File: src/rtl/fir_ctrl_pkg.sv
// Shared definitions for the FIR coefficient controller and the FIR wrapper:
// coefficient width, controller state encoding and tap packing position.
package fir_ctrl_pkg;

    localparam int unsigned COEFF_W = 18;

    typedef enum logic [1:0] {
        ST_IDLE,
        ST_SWAP,
        ST_BLANK
    } fir_ctrl_state_e;

    // LSB position of tap idx in a packed bank; tap 0 sits at the MSBs.
    function automatic int unsigned coeff_lsb(input int unsigned taps, input int unsigned idx);
        return COEFF_W * (taps - 1 - idx);
    endfunction

endpackage

File: src/rtl/fir_coeff_bank.sv
// Shadow coefficient register file: one synchronous write port, one async
// read-back port, and the whole bank presented packed for an atomic copy.
module fir_coeff_bank
    import fir_ctrl_pkg::*;
#(
    parameter int unsigned TAPS = 9,
    parameter int unsigned AW   = $clog2(TAPS)
) (
    input  logic                      clk_i,
    input  logic                      rst_n_i,
    input  logic                      wr_en_i,
    input  logic [AW-1:0]             wr_addr_i,
    input  logic [COEFF_W-1:0]        wr_data_i,
    input  logic [AW-1:0]             rd_addr_i,
    output logic [COEFF_W-1:0]        rd_data_o,
    output logic [COEFF_W*TAPS-1:0]   bank_o
);

    localparam logic [AW:0] TAPS_LIM = TAPS[AW:0];

    logic [COEFF_W-1:0] mem [TAPS];

    always_ff @(posedge clk_i or negedge rst_n_i) begin
        if (!rst_n_i) begin
            for (int unsigned i = 0; i < TAPS; i++) begin
                mem[i] <= '0;
            end
        end else if (wr_en_i) begin
            mem[wr_addr_i] <= wr_data_i;
        end
    end

    always_comb begin
        rd_data_o = '0;
        if ({1'b0, rd_addr_i} < TAPS_LIM) begin
            rd_data_o = mem[rd_addr_i];
        end
    end

    always_comb begin
        bank_o = '0;
        for (int unsigned i = 0; i < TAPS; i++) begin
            bank_o[coeff_lsb(TAPS, i) +: COEFF_W] = mem[i];
        end
    end

endmodule

File: src/rtl/fir_coeff_ctrl.sv
// Coefficient bank controller: shadow writes, atomic commit into the active
// bank, then output-valid blanking for FIR_LAT cycles while old taps drain.
module fir_coeff_ctrl
    import fir_ctrl_pkg::*;
#(
    parameter int unsigned TAPS    = 9,
    parameter int unsigned FIR_LAT = 5,
    parameter int unsigned AW      = $clog2(TAPS)
) (
    input  logic                      clk_i,
    input  logic                      rst_n_i,
    input  logic                      wr_en_i,
    input  logic [AW-1:0]             wr_addr_i,
    input  logic [COEFF_W-1:0]        wr_data_i,
    input  logic [AW-1:0]             rd_addr_i,
    output logic [COEFF_W-1:0]        rd_data_o,
    input  logic                      commit_i,
    output logic                      busy_o,
    output logic                      err_o,
    output logic [COEFF_W*TAPS-1:0]   coeff_o,
    input  logic                      fir_valid_i,
    output logic                      valid_o,
    output logic                      swap_done_o
);

    localparam int unsigned CW       = (FIR_LAT > 1) ? $clog2(FIR_LAT) : 1;
    localparam logic [CW-1:0] CNT_INIT = CW'(FIR_LAT - 1);
    localparam logic [AW:0]   TAPS_LIM = TAPS[AW:0];

    fir_ctrl_state_e             state_q, state_d;
    logic [CW-1:0]               cnt_q;
    logic [COEFF_W*TAPS-1:0]     active_q;
    logic [COEFF_W*TAPS-1:0]     shadow_bank;
    logic                        err_q;
    logic                        idle;
    logic                        addr_ok;
    logic                        shadow_we;
    logic                        reject;

    assign idle      = (state_q == ST_IDLE);
    assign addr_ok   = ({1'b0, wr_addr_i} < TAPS_LIM);
    assign shadow_we = idle & wr_en_i & addr_ok;
    assign reject    = idle ? (wr_en_i & ~addr_ok) : (wr_en_i | commit_i);

    fir_coeff_bank #(
        .TAPS (TAPS),
        .AW   (AW)
    ) u_shadow (
        .clk_i     (clk_i),
        .rst_n_i   (rst_n_i),
        .wr_en_i   (shadow_we),
        .wr_addr_i (wr_addr_i),
        .wr_data_i (wr_data_i),
        .rd_addr_i (rd_addr_i),
        .rd_data_o (rd_data_o),
        .bank_o    (shadow_bank)
    );

    always_ff @(posedge clk_i or negedge rst_n_i) begin
        if (!rst_n_i) begin
            state_q  <= ST_IDLE;
            cnt_q    <= '0;
            active_q <= '0;
            err_q    <= 1'b0;
        end else begin
            state_q <= state_d;
            err_q   <= reject;
            if (state_q == ST_SWAP) begin
                active_q <= shadow_bank;
                cnt_q    <= CNT_INIT;
            end else if (state_q == ST_BLANK && cnt_q != '0) begin
                cnt_q <= cnt_q - 1'b1;
            end
        end
    end

    always_comb begin
        state_d     = state_q;
        swap_done_o = 1'b0;
        unique case (state_q)
            ST_IDLE:  if (commit_i) state_d = ST_SWAP;
            ST_SWAP:  state_d = ST_BLANK;
            ST_BLANK: begin
                if (cnt_q == '0) begin
                    state_d     = ST_IDLE;
                    swap_done_o = 1'b1;
                end
            end
            default:  state_d = ST_IDLE;
        endcase
    end

    assign busy_o  = ~idle;
    assign err_o   = err_q;
    assign coeff_o = active_q;
    assign valid_o = fir_valid_i & idle;

endmodule

File: config.mk
export PLATFORM = sky130hd
export DESIGN_NAME = fir_coeff_ctrl
export DESIGN_NICKNAME = d
export VERILOG_FILES = /design/src/rtl/fir_ctrl_pkg.sv /design/src/rtl/fir_coeff_bank.sv /design/src/rtl/fir_coeff_ctrl.sv
export SDC_FILE = /design/constraint.sdc
export NUM_CORES = 1
export LEC_CHECK = 0
export ABC_CLOCK_PERIOD_IN_PS = 1980
export BUFFER_PORTS_ARGS = -buffer_cell sky130_fd_sc_hd__buf_2
export CORE_ASPECT_RATIO = 0.75
export CORE_MARGIN = 1
export CORE_UTILIZATION = 51
export DETAILED_ROUTE_END_ITERATION = 7
export GPL_TIMING_DRIVEN = 0
export PLACE_DENSITY = 0.76
export SYNTH_ARGS = -nofsm -noshare
export SYNTH_HDL_FRONTEND = slang
export SYNTH_SLANG_ARGS = --single-unit
File: constraint.sdc
create_clock -name clk_i -period 1.98 [get_ports clk_i]
set_input_delay 0.099 -clock clk_i [delete_from_list [all_inputs] [get_ports clk_i]]
set_output_delay 0.099 -clock clk_i [all_outputs]
set_load 0.03 [all_outputs]
# ---- Word-level counts from Yosys, hierarchy flattened
# Index checks and enable logic that the tools add are counted.
# Widths: inputs -> output; s select.
dict set report word_totals {
  regBits 330
  inputBits 31
  output_inout_bits 184
  word_cells 54
}
dict set report classes {
  add_sub_neg 1
  order_cmp 5
  n_eq_ne 4
  n_mux 15
  n_bitwise 9
  n_reduce_logical 7
}
# op count
set ops {}
lappend ops {{$bwmux 162} 1}
lappend ops {{$bmux 18 s4} 1}
lappend ops {{$demux 18 s4} 1}
lappend ops {{$mux 18} 4}
lappend ops {{$ge 5x5->1 const B} 2}
lappend ops {{$not 4->5} 2}
lappend ops {{$lt 4x4->1 const B} 2}
lappend ops {{$mux 3} 2}
lappend ops {{$pmux 2 s3} 1}
lappend ops {{$lt 5x1->1 const B} 1}
lappend ops {{$and 1x1->1} 4}
lappend ops {{$mux 2} 2}
lappend ops {{$logic_not 3->1} 1}
lappend ops {{$mux 1} 3}
lappend ops {{$reduce_bool 3->1} 1}
lappend ops {{$sub 3x1->3 const B} 1}
lappend ops {{$eq 2x1->1 const B} 1}
lappend ops {{$eq 2x2->1 const B} 1}
lappend ops {{$logic_and 1x1->1} 2}
lappend ops {{$logic_not 2->1} 1}
lappend ops {{$ne 2x1->1 const B} 1}
lappend ops {{$ne 2x2->1 const B} 1}
lappend ops {{$not 1->1} 2}
lappend ops {{$reduce_and 2->1} 1}
lappend ops {{other kinds (2)} 2}

# ---- Longest topological paths before layout
# Gate-level depths: netlist of run 1.
dict set report depth {
  word_depth 6
  mapped_depth 6
  depth_no_buf 5
}

# ---- Hierarchy
# Synthesis of run 1 repeated with hierarchy kept, for this count alone.
dict set report hier_totals {
  hier_cells 891
  hier_area_um2 14243.7
}
# mod n_inst cells_each area_per_inst_um2 seq_area_each_um2
set by_module_without_submodules {}
lappend by_module_without_submodules {fir_coeff_bank 1 508 7512.2 4053.9}
lappend by_module_without_submodules {fir_coeff_ctrl 1 383 6731.5 4204.0}

# ---- Worst setup path after synthesis of run 1
# Ideal clock, no wire load.
dict set report synth_path {
  path_type {flip-flop to flip-flop}
  startpoint {register state_q[1]}
  endpoint {register u_shadow.mem, in the netlist u_shadow.bank_o[100]}
  setup_time_ps 125
  t_arrival_ps 1977
  t_required_ps 1855
  setup_slack_ps -122
  stages_incl_launch_ff 7
  path_buffers 3
  synth_period_minus_slack_ps 2102
  path_cell_list {dfrtp_1 or3b_1 buf_6 or4_4 buf_6 buf_12 mux2_4}
}
dict set report synth_between {
  elab_chain_len 3
}
# item line_no
set synth_rtl {}
lappend synth_rtl {{from (decl)} fir_coeff_ctrl.sv:30} ;# fir_ctrl_state_e state_q, state_d;
lappend synth_rtl {{from (signal assigned)} fir_coeff_ctrl.sv:66} ;# state_q <= state_d;
lappend synth_rtl {{$logic_not 2->1} fir_coeff_ctrl.sv:40} ;# assign idle = (state_q == ST_IDLE);
lappend synth_rtl {{$and 1x1->1 (2 in series)} fir_coeff_ctrl.sv:42} ;# assign shadow_we = idle & wr_en_i & addr_ok;
lappend synth_rtl {{to (signal, indexed assignment)} fir_coeff_bank.sv:29} ;# mem[wr_addr_i] <= wr_data_i;
lappend synth_rtl {{to (decl)} fir_coeff_bank.sv:21} ;# logic [COEFF_W-1:0] mem [TAPS];
# Every way passes these cells.
# A chain may end at the register's enable or synchronous reset.

# ---- Worst setup path in the final report of run 1
dict set report layout_path {
  startpoint {register state_q[0]}
  endpoint {register u_shadow.mem, in the netlist u_shadow.bank_o[97]}
}
# Same word-level chain as after synthesis.

==> impl_results.md, run 1 <==
* Initial antenna violation count at 1
* Clk network pwr share at 0.226
* Largest net degree at the start of global routing at 107
* Fill cell count at 1991
* Final ANT Viol Nets at 0
* Cells along the critical path: or3b_1 -> buf_6 -> or4_4 -> buf_12 -> mux2_4
* Min-delay src: wr_data_i[9]
* CP Max Fanout at 10
* Internal power at 17.9 mW
* Avg WL per Cell at 24.4 um
* Maxcap violations at 0
* Layout area overhead at 26.1%
* Critical path type: reg2reg
* Cell variety after synth at 35
* Crit path buf inv count at 2
* Die ar. at 28000 um2
* Total routed wirelength at 38.1 mm
* TritonCTS clock tree: done
* Area leader, netlist: dfrtp_1
* DP Wirelength at 25.2 mm
* Mapped Cells at 901
* Worst VDD drop at 0.900 mV
* Hold Crit Class: in2reg
* CTS clk-pin slew, worst paths at 0.06 ns
* Pleak at 9.06 nW
* Clock Latency Late Sink at 0.51 ns
* Ports at 215
* Worst hold slack at 0.0251 ns
* TritonRoute pass-1 iters at 6
* Final min period at 2.17 ns
* Post-synth top flop: dfrtp_1
* Syn. warnings at 0
* Synth top area share at 0.592
* Vias post-DR at 8884
* Post-synth ARST share at 1.00
* Syn_nets at 934
* RSZ-0062 raised after global routing: true
* Nets at 1221
* Die Span X at 193 um
* Final setup violation count at 104
* Reg-to-reg critical path startpoint: state_q[0]
* Relative slew slack at 0.508
* Synth Register Bits at 330
* I/O Buffers at 211
* Initial Util at 0.518
* First-pass GRT wire length at 56.4 mm
* Final WS setup at -0.192 ns
* Setup Skew at 0.0136 ns
* Core ar. at 26900 um2
* Grt ovf at 0
* Detailed Route Iter0 Violations at 643
* Outcome: finished, violations left
* PwrDens at 1620 nW/um2
* Setup TNS at -11.45 ns
* Drt drc at 24
* Register area share after synthesis at 0.592
* Clk sinks at 330
* Post-synth EDFFs at 0
* Synthesized area at 14000 um2
* CP Launch Type: flip-flop
* Max stage delay on crit path at 0.60 ns
* Row cnt at 52
* Tcrit/Tclk final at 1.10
* Comb power frac at 0.374
* P_sw at 10.6 mW
* Slowest-stage cell, CP: or4_4
* Count leader, synth: dfrtp_1
* Critical Path End Type: flip-flop
* Clock Tree Root: clkbuf_16
* Worst slew pin tran at 0.738 ns
* Reg power frac at 0.400
* GP Congestion at 0.873
* Largest delay contributor family on the critical path: simple AND/OR/NAND/NOR gates
* Switching part of the total at 0.372
* Average cell area after synthesis at 15.5 um2
* Clk buf depth at 3
* Peak Freq at 460 MHz
* Total GRT Usage at 0.273
* R2R setup slack at -0.19 ns
* Hold violation count in the final report at 0
* CP Launch Point: state_q[0]
* Failing checks: design-rule violations, negative setup slack
* Pre-CTS setup slack at -0.904 ns
* Vias in the first global route at 9050
* Layout cells sized above 1 at 0.574
* CTS buffer count at 34
* Top post-synthesis cells by count: 330 x dfrtp_1, 284 x mux2_2, 70 x mux2i_1
* Vias/cell at 5.69
* Synth area leaders: dfrtp_1 59%, mux2_2 23%, mux2i_1 5.0%
* Htree depth at 2
* Worst EP required at 2.37 ns
* Die Height at 145 um
* Final Max Slew Viols at 0
* Worst EP arrival at 2.56 ns
-- placed cells by master (no fill, tap or decap), types with 4 or more instances in the layout --
cell / count
a22o_1: 34
buf_12: 11
buf_16: 5
buf_2: 207
buf_4: 23
buf_6: 11
buf_8: 7
clkbuf_1: 12
clkbuf_16: 35
clkbuf_2: 19
clkbuf_4: 8
clkbuf_8: 6
clkinv_2: 5
dfrtp_1: 330
dlygate4sd3_1: 8
inv_1: 4
mux2_2: 237
mux2_4: 87
mux2i_1: 70
nand2_1: 18
nor2b_1: 6
o31ai_1: 5
o31ai_2: 12
or4_4: 4
-- path summary, 6_finish.rpt --
| check | endpoint | cells past startpoint |
|---|---|---|
| worst min-delay path | u_shadow.bank_o[99] | 2 |
| worst max register to register | u_shadow.bank_o[97] | 5 |
| min in group asynchronous | coeff_o[28] | 2 |
| worst min register to register | coeff_o[160] | 1 |
| worst max-delay path | u_shadow.bank_o[97] | 5 |
| max in group asynchronous | u_shadow.bank_o[63] | 4 |
-- worst register-to-register path, cell delays in order, from the launching register on --
cell and delay [ns]:
dfrtp_1 0.39, or3b_1 0.41, buf_6 0.15, or4_4 0.60
buf_12 0.21, mux2_4 0.30
-- routing by layer --
metal / up-vias / wire, um / global-route usage / share of wire
met5: - / 0 / 0 / 0
met1: 4688 / 18000 / 0.410 / 0.47
met3: 66 / 2210 / 0.0530 / 0.058
met2: 280 / 17000 / 0.400 / 0.45
li1: 3850 / - / - / -
met4: 0 / 982 / 0.0824 / 0.026
-- logic make-up after synthesis --
logic type | after synthesis | synth area share
AOI/OAI and AO/OA | 63 | 0.0359
adders and majority gates | 2 | 0.00179
buffers and inverters | 57 | 0.0214
DFF | 330 | 0.592
muxes | 395 | 0.324
and+or+nand+nor | 54 | 0.0253
-- repair_timing --
item,4_1_cts,5_1_grt
setup buffers,25,4
hold buffers,8,0
setup endpoints to repair,332,204
gates cloned,4,2
resized for setup,80,77
hold endpoints to repair,100,0
pin swaps,9,9
-- power groups by stage --
stage / sequential (mW) / clock [mW] / combinational, mW
6_report: 11.4 / 6.43 / 10.6
5_1_grt: 11.7 / 6.77 / 11.2
4_1_cts: 11.3 / 6.52 / 10.5
3_5_place_dp: 11.4 / 0 / 10.2
3_3_place_gp: 11.3 / 0 / 9.91
2_1_floorplan: 13.7 / 0 / 4.44
-- final cells by class --
class / instances / area, um2 / share of cell area
Tap cell: 351 / 439 / 0.0250
Inverter: 4 / 15.0 / 0.000853
Timing Repair Buffer: 257 / 1690 / 0.0958
Antenna cell: 1 / 2.50 / 0.000142
Clock buffer: 48 / 975 / 0.0554
Buffer: 47 / 374 / 0.0213
Sequential cell: 330 / 8260 / 0.469
Clock inverter: 10 / 133 / 0.00754
Multi-Input combinational cell: 514 / 5720 / 0.325
-- sequential cells by signal (all words and copies together) (netlist names) --
| signal | count |
|---|---|
| err_o | 1 |
| u_shadow.bank_o | 162 |
| cnt_q | 3 |
| state_q | 2 |
| coeff_o | 162 |
-- through the flow --
stage / util / area, um2 / std cells / power, mW
2_1_floorplan: - / 14100 / 901 / 18.1
3_3_place_gp: 0.578 / 15600 / 1463 / 21.2
3_5_place_dp: 0.581 / 15700 / 1466 / 21.6
4_1_cts: 0.644 / 17300 / 1560 / 28.3
5_1_grt: 0.653 / 17600 / 1562 / 29.7
6_report: 0.653 / 17600 / 1562 / 28.5
Note: power is estimated with default switching activity, not from simulation.
==> run 2: changes to the inputs <==
--- a/config.mk
+++ b/config.mk
@@ -6,12 +6,13 @@
 export NUM_CORES = 1
 export LEC_CHECK = 0
+export ABC_AREA = 1
 export ABC_CLOCK_PERIOD_IN_PS = 1980
 export BUFFER_PORTS_ARGS = -buffer_cell sky130_fd_sc_hd__buf_2
 export CORE_ASPECT_RATIO = 0.75
 export CORE_MARGIN = 1
-export CORE_UTILIZATION = 51
+export CORE_UTILIZATION = 52
 export DETAILED_ROUTE_END_ITERATION = 7
 export GPL_TIMING_DRIVEN = 0
-export PLACE_DENSITY = 0.76
+export PLACE_DENSITY = 0.77
 export SYNTH_ARGS = -nofsm -noshare
 export SYNTH_HDL_FRONTEND = slang
==> constraint.sdc (replaced) <==
create_clock -name clk_i -period 1.98 [get_ports clk_i]
set_input_delay 0.099 -clock clk_i [delete_from_list [all_inputs] [get_ports clk_i]]
set_output_delay 0.099 -clock clk_i [all_outputs]
set_load 0.05 [all_outputs]
==> impl_results.md, run 2 <==
* Synth area leaders: dfrtp_1 56%, nand2_1 25%, nand4_1 6.1% (was dfrtp_1 59%, mux2_2 23%, mux2i_1 5.0%)
* TritonRoute pass-1 iters at 6 (unchanged)
* Most frequent cells in the layout: 981 x nand2_1, 329 x dfrtp_1, 213 x buf_2, 144 x nand4_1, 118 x nand3_1 (was 330 x dfrtp_1, 237 x mux2_2, 207 x buf_2, 87 x mux2_4, 70 x mux2i_1)
* Setup Skew at 0.0140 ns (was 0.0136 ns)
* Switching part of the total at 0.485 (was 0.372)
* Row cnt at 52 (unchanged)
* Synth Register Bits at 330 (unchanged)
* Peak Freq at 503 MHz (was 460 MHz)
* TritonCTS clock tree: done (unchanged)
* RSZ-0062 raised after global routing: true (unchanged)
* Reg power frac at 0.375 (was 0.400)
* Syn_nets at 1854 (was 934)
* Worst EP required at 1.88 ns (was 2.37 ns)
* Vias/cell at 5.73 (was 5.69)
* Final ANT Viol Nets at 0 (unchanged)
* Syn. warnings at 0 (unchanged)
* Initial Util at 0.536 (was 0.518)
* Core ar. at 27300 um2 (was 26900 um2)
* Detailed Route Iter0 Violations at 1622 (was 643)
* Critical Path End Type: output pin (was flip-flop)
* Total routed wirelength at 50.7 mm (was 38.1 mm)
* Worst hold slack at 0.0312 ns (was 0.0251 ns)
* Worst EP arrival at 1.89 ns (was 2.56 ns)
* DP Wirelength at 36.6 mm (was 25.2 mm)
* Worst slew pin tran at 1.20 ns (was 0.738 ns)
* Die Span X at 196 um (was 193 um)
* Area leader, netlist: dfrtp_1 (unchanged)
* R2r worst-path depth at 8 (was 5)
* I/O Buffers at 194 (was 211)
* Clk sinks at 330 (unchanged)
* Nets at 2097 (was 1221)
* CP Max Fanout at 3 (was 10)
* Top Usage Layer GRT: met1 (unchanged)
* Initial antenna violation count at 0 (was 1)
* Cell variety after synth at 25 (was 35)
* Worst VDD drop at 1.26 mV (was 0.900 mV)
* Final setup violation count at 2 (was 104)
* Top post-synthesis cells by count: 981 x nand2_1, 330 x dfrtp_1, 144 x nand4_1 (was 330 x dfrtp_1, 284 x mux2_2, 70 x mux2i_1)
* Post-synth top flop: dfrtp_1 (unchanged)
* Hold Crit Class: in2async (was in2reg)
* Clk network pwr share at 0.196 (was 0.226)
* PwrDens at 1750 nW/um2 (was 1620 nW/um2)
* Outcome: finished, violations left (unchanged)
* Mapped Cells at 1821 (was 901)
* P_sw at 14.8 mW (was 10.6 mW)
* Pleak at 9.82 nW (was 9.06 nW)
* Clk buf depth at 3 (unchanged)
* Ports at 215 (unchanged)
* Post-synth EDFFs at 0 (unchanged)
* Count leader, synth: nand2_1 (was dfrtp_1)
* Vias in the first global route at 13100 (was 9050)
* Commonest non-fill, non-tap cell in the layout: nand2_1 (was dfrtp_1)
* Layout area overhead at 19.0% (was 26.1%)
* Clock Latency Late Sink at 0.57 ns (was 0.51 ns)
* Final Max Slew Viols at 0 (unchanged)
* Synthesized area at 14700 um2 (was 14000 um2)
* Final min period at 1.99 ns (was 2.17 ns)
* Failing checks: negative setup slack (was design-rule violations, negative setup slack)
* GR Util met3 at 0.0723 (was 0.0530)
* Internal power at 15.7 mW (was 17.9 mW)
* Layout cells sized above 1 at 0.172 (was 0.574)
* Average cell area after synthesis at 8.05 um2 (was 15.5 um2)
* Pre-CTS setup slack at -0.567 ns (was -0.904 ns)
* Relative slew slack at 0.199 (was 0.508)
* CTS buffer count at 31 (was 34)
* Register area share after synthesis at 0.564 (was 0.592)
* CP Launch Type: flip-flop (unchanged)
* Hold violation count in the final report at 0 (unchanged)
* Clock Tree Root: clkbuf_16 (unchanged)
* Vias post-DR at 14000 (was 8884)
* GP Congestion at 1.04 (was 0.873)
* Die Height at 147 um (was 145 um)
* Tcrit/Tclk final at 1.00 (was 1.10)
* Die ar. at 28900 um2 (was 28000 um2)
* Synth top area share at 0.564 (was 0.592)
* Total GRT Usage at 0.355 (was 0.273)
* First-pass GRT wire length at 77.3 mm (was 56.4 mm)
* CTS clk-pin slew, worst paths at 0.06 ns (about the same)
* Drt drc at 0 (was 24)
* GR Layer Usage met1 at 0.533 (was 0.410)
* Met2 Use GR at 0.500 (was 0.400)
* Largest net degree at the start of global routing at 97 (was 107)
* Avg WL per Cell at 20.8 um (was 24.4 um)
* Htree depth at 1 (was 2)
* Critical path type: reg2out (was reg2reg)
* Post-synth ARST share at 1.00 (unchanged)
* Maxcap violations at 0 (unchanged)
* Comb power frac at 0.429 (was 0.374)
* Total power at 30.5 mW (was 28.5 mW)
* Inserted Diodes at 0 (was 1)
* Grt ovf at 0 (unchanged)
* Final WS setup at -0.00632 ns (was -0.192 ns)
## run 2: worst paths after layout
| check | startpoint | endpoint | slack (ns) |
|---|---|---|---|
| max in group asynchronous | rst_n_i | u_shadow.bank_o[46] | 0.69 |
| min in group clk_i | wr_addr_i[3] | u_shadow.bank_o[3] | 0.06 |
| worst min register to register | coeff_o[62] | coeff_o[62] | 0.47 |
| worst max register to register | state_q[0] | u_shadow.bank_o[86] | 0.03 |
| worst min-delay path | rst_n_i | coeff_o[86] | 0.03 |
| worst max-delay path | u_shadow.bank_o[99] | rd_data_o[9] | -0.006 |
## run 2: through the flow
stage / cells / instance area [um2] / utilization / setup TNS [ns]
global placement: 2366 / 16100 / 0.588 / -1830.84
global route: 2438 / 17400 / 0.638 / -0.196
detailed placement: 2369 / 16200 / 0.591 / -55.04
CTS: 2433 / 17300 / 0.633 / 0
floorplan: 1821 / 14700 / - / 0
finish: 2438 / 17400 / 0.638 / -0.00955
## run 2: cells by family (layout without fill, tap and decap cells)
| group | Yosys count | after routing | share of synthesized area |
|---|---|---|---|
| AO/OA/AOI/OAI | 32 | 32 | 0.0119 |
| buffers and inverters | 177 | 443 | 0.0500 |
| adder cells (fa/ha/maj) | 2 | 2 | 0.00171 |
| AND/OR/NAND/NOR | 1280 | 1280 | 0.373 |
| flip-flops | 330 | 330 | 0.564 |
## run 2: layer usage
layer,vias to the layer above,part of all wire
met1,6754,0.44
met2,756,0.42
met4,0,0.042
met3,130,0.10
met5,-,0
li1,6339,-
## run 2: worst max-delay path, stage by stage (launching register included)
cell and delay [ns]:
dfrtp_1 0.42, nand2_1 0.12, nand3_1 0.17, nand3_2 0.15, nand2_1 0.05, nand2_1 0.10
nand2_1 0.10, buf_4 0.20
## run 2: power by group through the flow
| stage | clock, mW | combinational, mW | sequential (mW) |
|---|---|---|---|
| finish | 5.98 | 13.1 | 11.5 |
| global route | 6.28 | 14.0 | 11.7 |
| CTS | 6.04 | 13.0 | 11.4 |
| detailed placement | 0 | 12.8 | 11.5 |
| global placement | 0 | 12.6 | 11.4 |
| floorplan | 0 | 3.99 | 16.4 |
## run 2: cell type report
cell class | instances | area [um2]
buffer | 131 | 591
clock buffer | 44 | 895
clock inverter | 12 | 114
fill | 2403 | 9890
inverter | 44 | 166
multi-input combinational | 1314 | 5730
sequential | 330 | 8260
tap | 351 | 439
timing repair buffer | 212 | 1250
## run 2: timing repair
action,CTS,global route
hold endpoints to repair,271,0
pin swaps,1,2
setup endpoints to repair,209,50
hold buffers,5,0
setup buffers,4,6
resized for setup,23,47
==> run 3: changes to the inputs <==
- CORE_ASPECT_RATIO: 0.75 -> default
==> impl_results.md, run 3 (synthesized netlist as in run 2, its figures left out) <==
* Final min period at 1.96 ns (was 1.99 ns)
* Vias post-DR at 14000 (about the same)
* Total routed wirelength at 48.4 mm (was 50.7 mm)
* Cells along the critical path: nand2_1 -> nand3_1 -> nand3_1 -> nand2_1 -> nand2_1 -> nand2_1 -> clkbuf_4 (was nand2_1 -> nand3_1 -> nand3_2 -> nand2_1 -> nand2_1 -> nand2_1 -> buf_4)
* Grt ovf at 0 (unchanged)
* Setup Skew at 0.0154 ns (was 0.0140 ns)
* Post-route insts no fill at 2465 (was 2438)
* Setup TNS at 0 ns (was -0.00955 ns)
* Final setup violation count at 0 (was 2)
* TritonCTS clock tree: done (unchanged)
* Critical Path End Type: output pin (unchanged)
* Slowest-stage cell, CP: dfrtp_1 (unchanged)
* Worst EP required at 1.88 ns (about the same)
* Detailed Route Iter0 Violations at 1812 (was 1622)
* Area after DPL at 16200 um2 (about the same)
* Vias in the first global route at 12900 (was 13100)
* CP Max Fanout at 3 (unchanged)
* Switching part of the total at 0.476 (was 0.485)
* CTS buffer count at 36 (was 31)
* Die Height at 170 um (was 147 um)
* Htree depth at 2 (was 1)
* Vias/cell at 5.70 (was 5.73)
* Dpl cells at 2395 (was 2369)
* Commonest non-fill, non-tap cell in the layout: nand2_1 (unchanged)
* Max stage delay on crit path at 0.42 ns (about the same)
* Outcome: finished, final reports clean (was finished, violations left)
* I/O Buffers at 194 (unchanged)
* CP Launch Type: flip-flop (unchanged)
* Critical path type: reg2out (unchanged)
* Final ANT Viol Nets at 0 (unchanged)
* Design Area, Final at 17500 um2 (was 17400 um2)
* Tcrit/Tclk final at 0.989 (was 1.00)
* Largest net degree at the start of global routing at 125 (was 97)
* RSZ-0062 raised after global routing: false (was true)
* Worst slew pin tran at 1.12 ns (was 1.20 ns)
* Worst VDD drop at 1.24 mV (was 1.26 mV)
* TritonRoute pass-1 iters at 7 (was 6)
* First-pass GRT wire length at 72.8 mm (was 77.3 mm)
* DP Wirelength at 34.3 mm (was 36.6 mm)
* Nets at 2094 (was 2097)
* PwrDens at 1770 nW/um2 (was 1750 nW/um2)
* Clock Latency Late Sink at 0.52 ns (was 0.57 ns)
* Maxcap violations at 0 (unchanged)
* Core ar. at 27800 um2 (was 27300 um2)
* Internal power at 16.2 mW (was 15.7 mW)
* Pleak at 9.80 nW (was 9.82 nW)
* Clk network pwr share at 0.214 (was 0.196)
* Hold Crit Class: in2reg (was in2async)
* Comb power frac at 0.416 (was 0.429)
* Initial Util at 0.527 (was 0.536)
* Layout area overhead at 19.1% (was 19.0%)
* Clk sinks at 330 (unchanged)
* Initial antenna violation count at 5 (was 0)
* CTS clk-pin slew, worst paths at 0.06 ns (about the same)
* Layout cells sized above 1 at 0.165 (was 0.172)
* Clk buf depth at 3 (unchanged)
* GP Congestion at 0.993 (was 1.04)
* Total GRT Usage at 0.337 (was 0.355)
* Most frequent cells in the layout: 981 x nand2_1, 330 x dfrtp_1, 222 x buf_2, 144 x nand4_1, 129 x nand3_1 (was 981 x nand2_1, 329 x dfrtp_1, 213 x buf_2, 144 x nand4_1, 118 x nand3_1)
* Final Max Slew Viols at 0 (unchanged)
* Reg power frac at 0.370 (was 0.375)
* Relative slew slack at 0.256 (was 0.199)
* Total power at 30.9 mW (was 30.5 mW)
* Clock Tree Root: clkbuf_16 (unchanged)
* Avg WL per Cell at 19.6 um (was 20.8 um)
* Ports at 215 (unchanged)
* CP dominant cell by count: nand2_1 (unchanged)
* P_sw at 14.7 mW (was 14.8 mW)
* Worst EP arrival at 1.86 ns (was 1.89 ns)
* Die Span X at 170 um (was 196 um)
* Drt drc at 0 (unchanged)
* Peak Freq at 511 MHz (was 503 MHz)
* Final Util at 0.628 (was 0.638)
* Die ar. at 28800 um2 (was 28900 um2)
* Row cnt at 61 (was 52)
* Hold violation count in the final report at 0 (unchanged)
==> run 3: power by group through the flow <==
| stage | Sequential [mW] | Combinational [mW] | Clock (mW) |
|---|---|---|---|
| 2_1_floorplan | 16.4 | 3.99 | 0 |
| 3_3_place_gp | 11.4 | 12.5 | 0 |
| 3_5_place_dp | 11.4 | 12.7 | 0 |
| 4_1_cts | 11.4 | 12.8 | 6.66 |
| 5_1_grt | 11.7 | 13.7 | 6.94 |
| 6_report | 11.4 | 12.9 | 6.61 |
==> run 3: stage by stage <==
stage	worst slack, ns	hold slack [ns]
floorplan	0.195	-0.197
global placement	-5.33	0.334
detailed placement	-0.302	0.151
CTS	0.0108	0.00275
global route	0.00461	0.0474
finish	0.0218	0.0168
==> run 3: final cells by class <==
| class | instances | area [um2] |
|---|---|---|
| fillers | 2502 | 10300 |
| well taps | 378 | 473 |
| plain buffers | 132 | 591 |
| multi-input cells | 1314 | 5670 |
| inverters | 44 | 169 |
| diodes | 4 | 10.0 |
| clock buffers | 53 | 1100 |
| flip-flops and latches | 330 | 8260 |
| repair buffers | 203 | 1120 |
| clock inverters | 7 | 70.1 |
==> run 3: metal layers <==
metal,share of wire,GRT usage
met1,0.41,0.468
met2,0.43,0.488
met3,0.092,0.0584
met4,0.065,0.221
met5,0.00027,0
==> run 3: worst max-delay path: cells and delay by family, from the launching register on <==
| family | cells | cell delay [ns] |
|---|---|---|
| buffers and inverters | 1 | 0.23 |
| flip-flops | 1 | 0.42 |
| AND/OR/NAND/NOR | 6 | 0.68 |
==> run 3: timing repair <==
action | in CTS | in global routing
hold endpoints to repair | 85 | 0
pin swaps | 0 | 1
resized for setup | 13 | 27
buffers inserted | 0 | 4
hold buffers | 3 | 0
endpoints found under the setup margin | 149 | 76
==> run 3: final timing paths <==
path                                      start                    to  slack (ns)  depth (start not counted)
setup / recovery           u_shadow.bank_o[110]          rd_data_o[2]        0.02                          7
hold / removal                     wr_addr_i[0]  u_shadow.bank_o[125]        0.02                          4
setup reg to reg                     state_q[0]   u_shadow.bank_o[33]        0.09                          8
hold reg to reg                     coeff_o[80]           coeff_o[80]        0.47                          2
max in group asynchronous               rst_n_i    u_shadow.bank_o[4]        0.70                          3
min in group asynchronous               rst_n_i           coeff_o[98]        0.16                          2
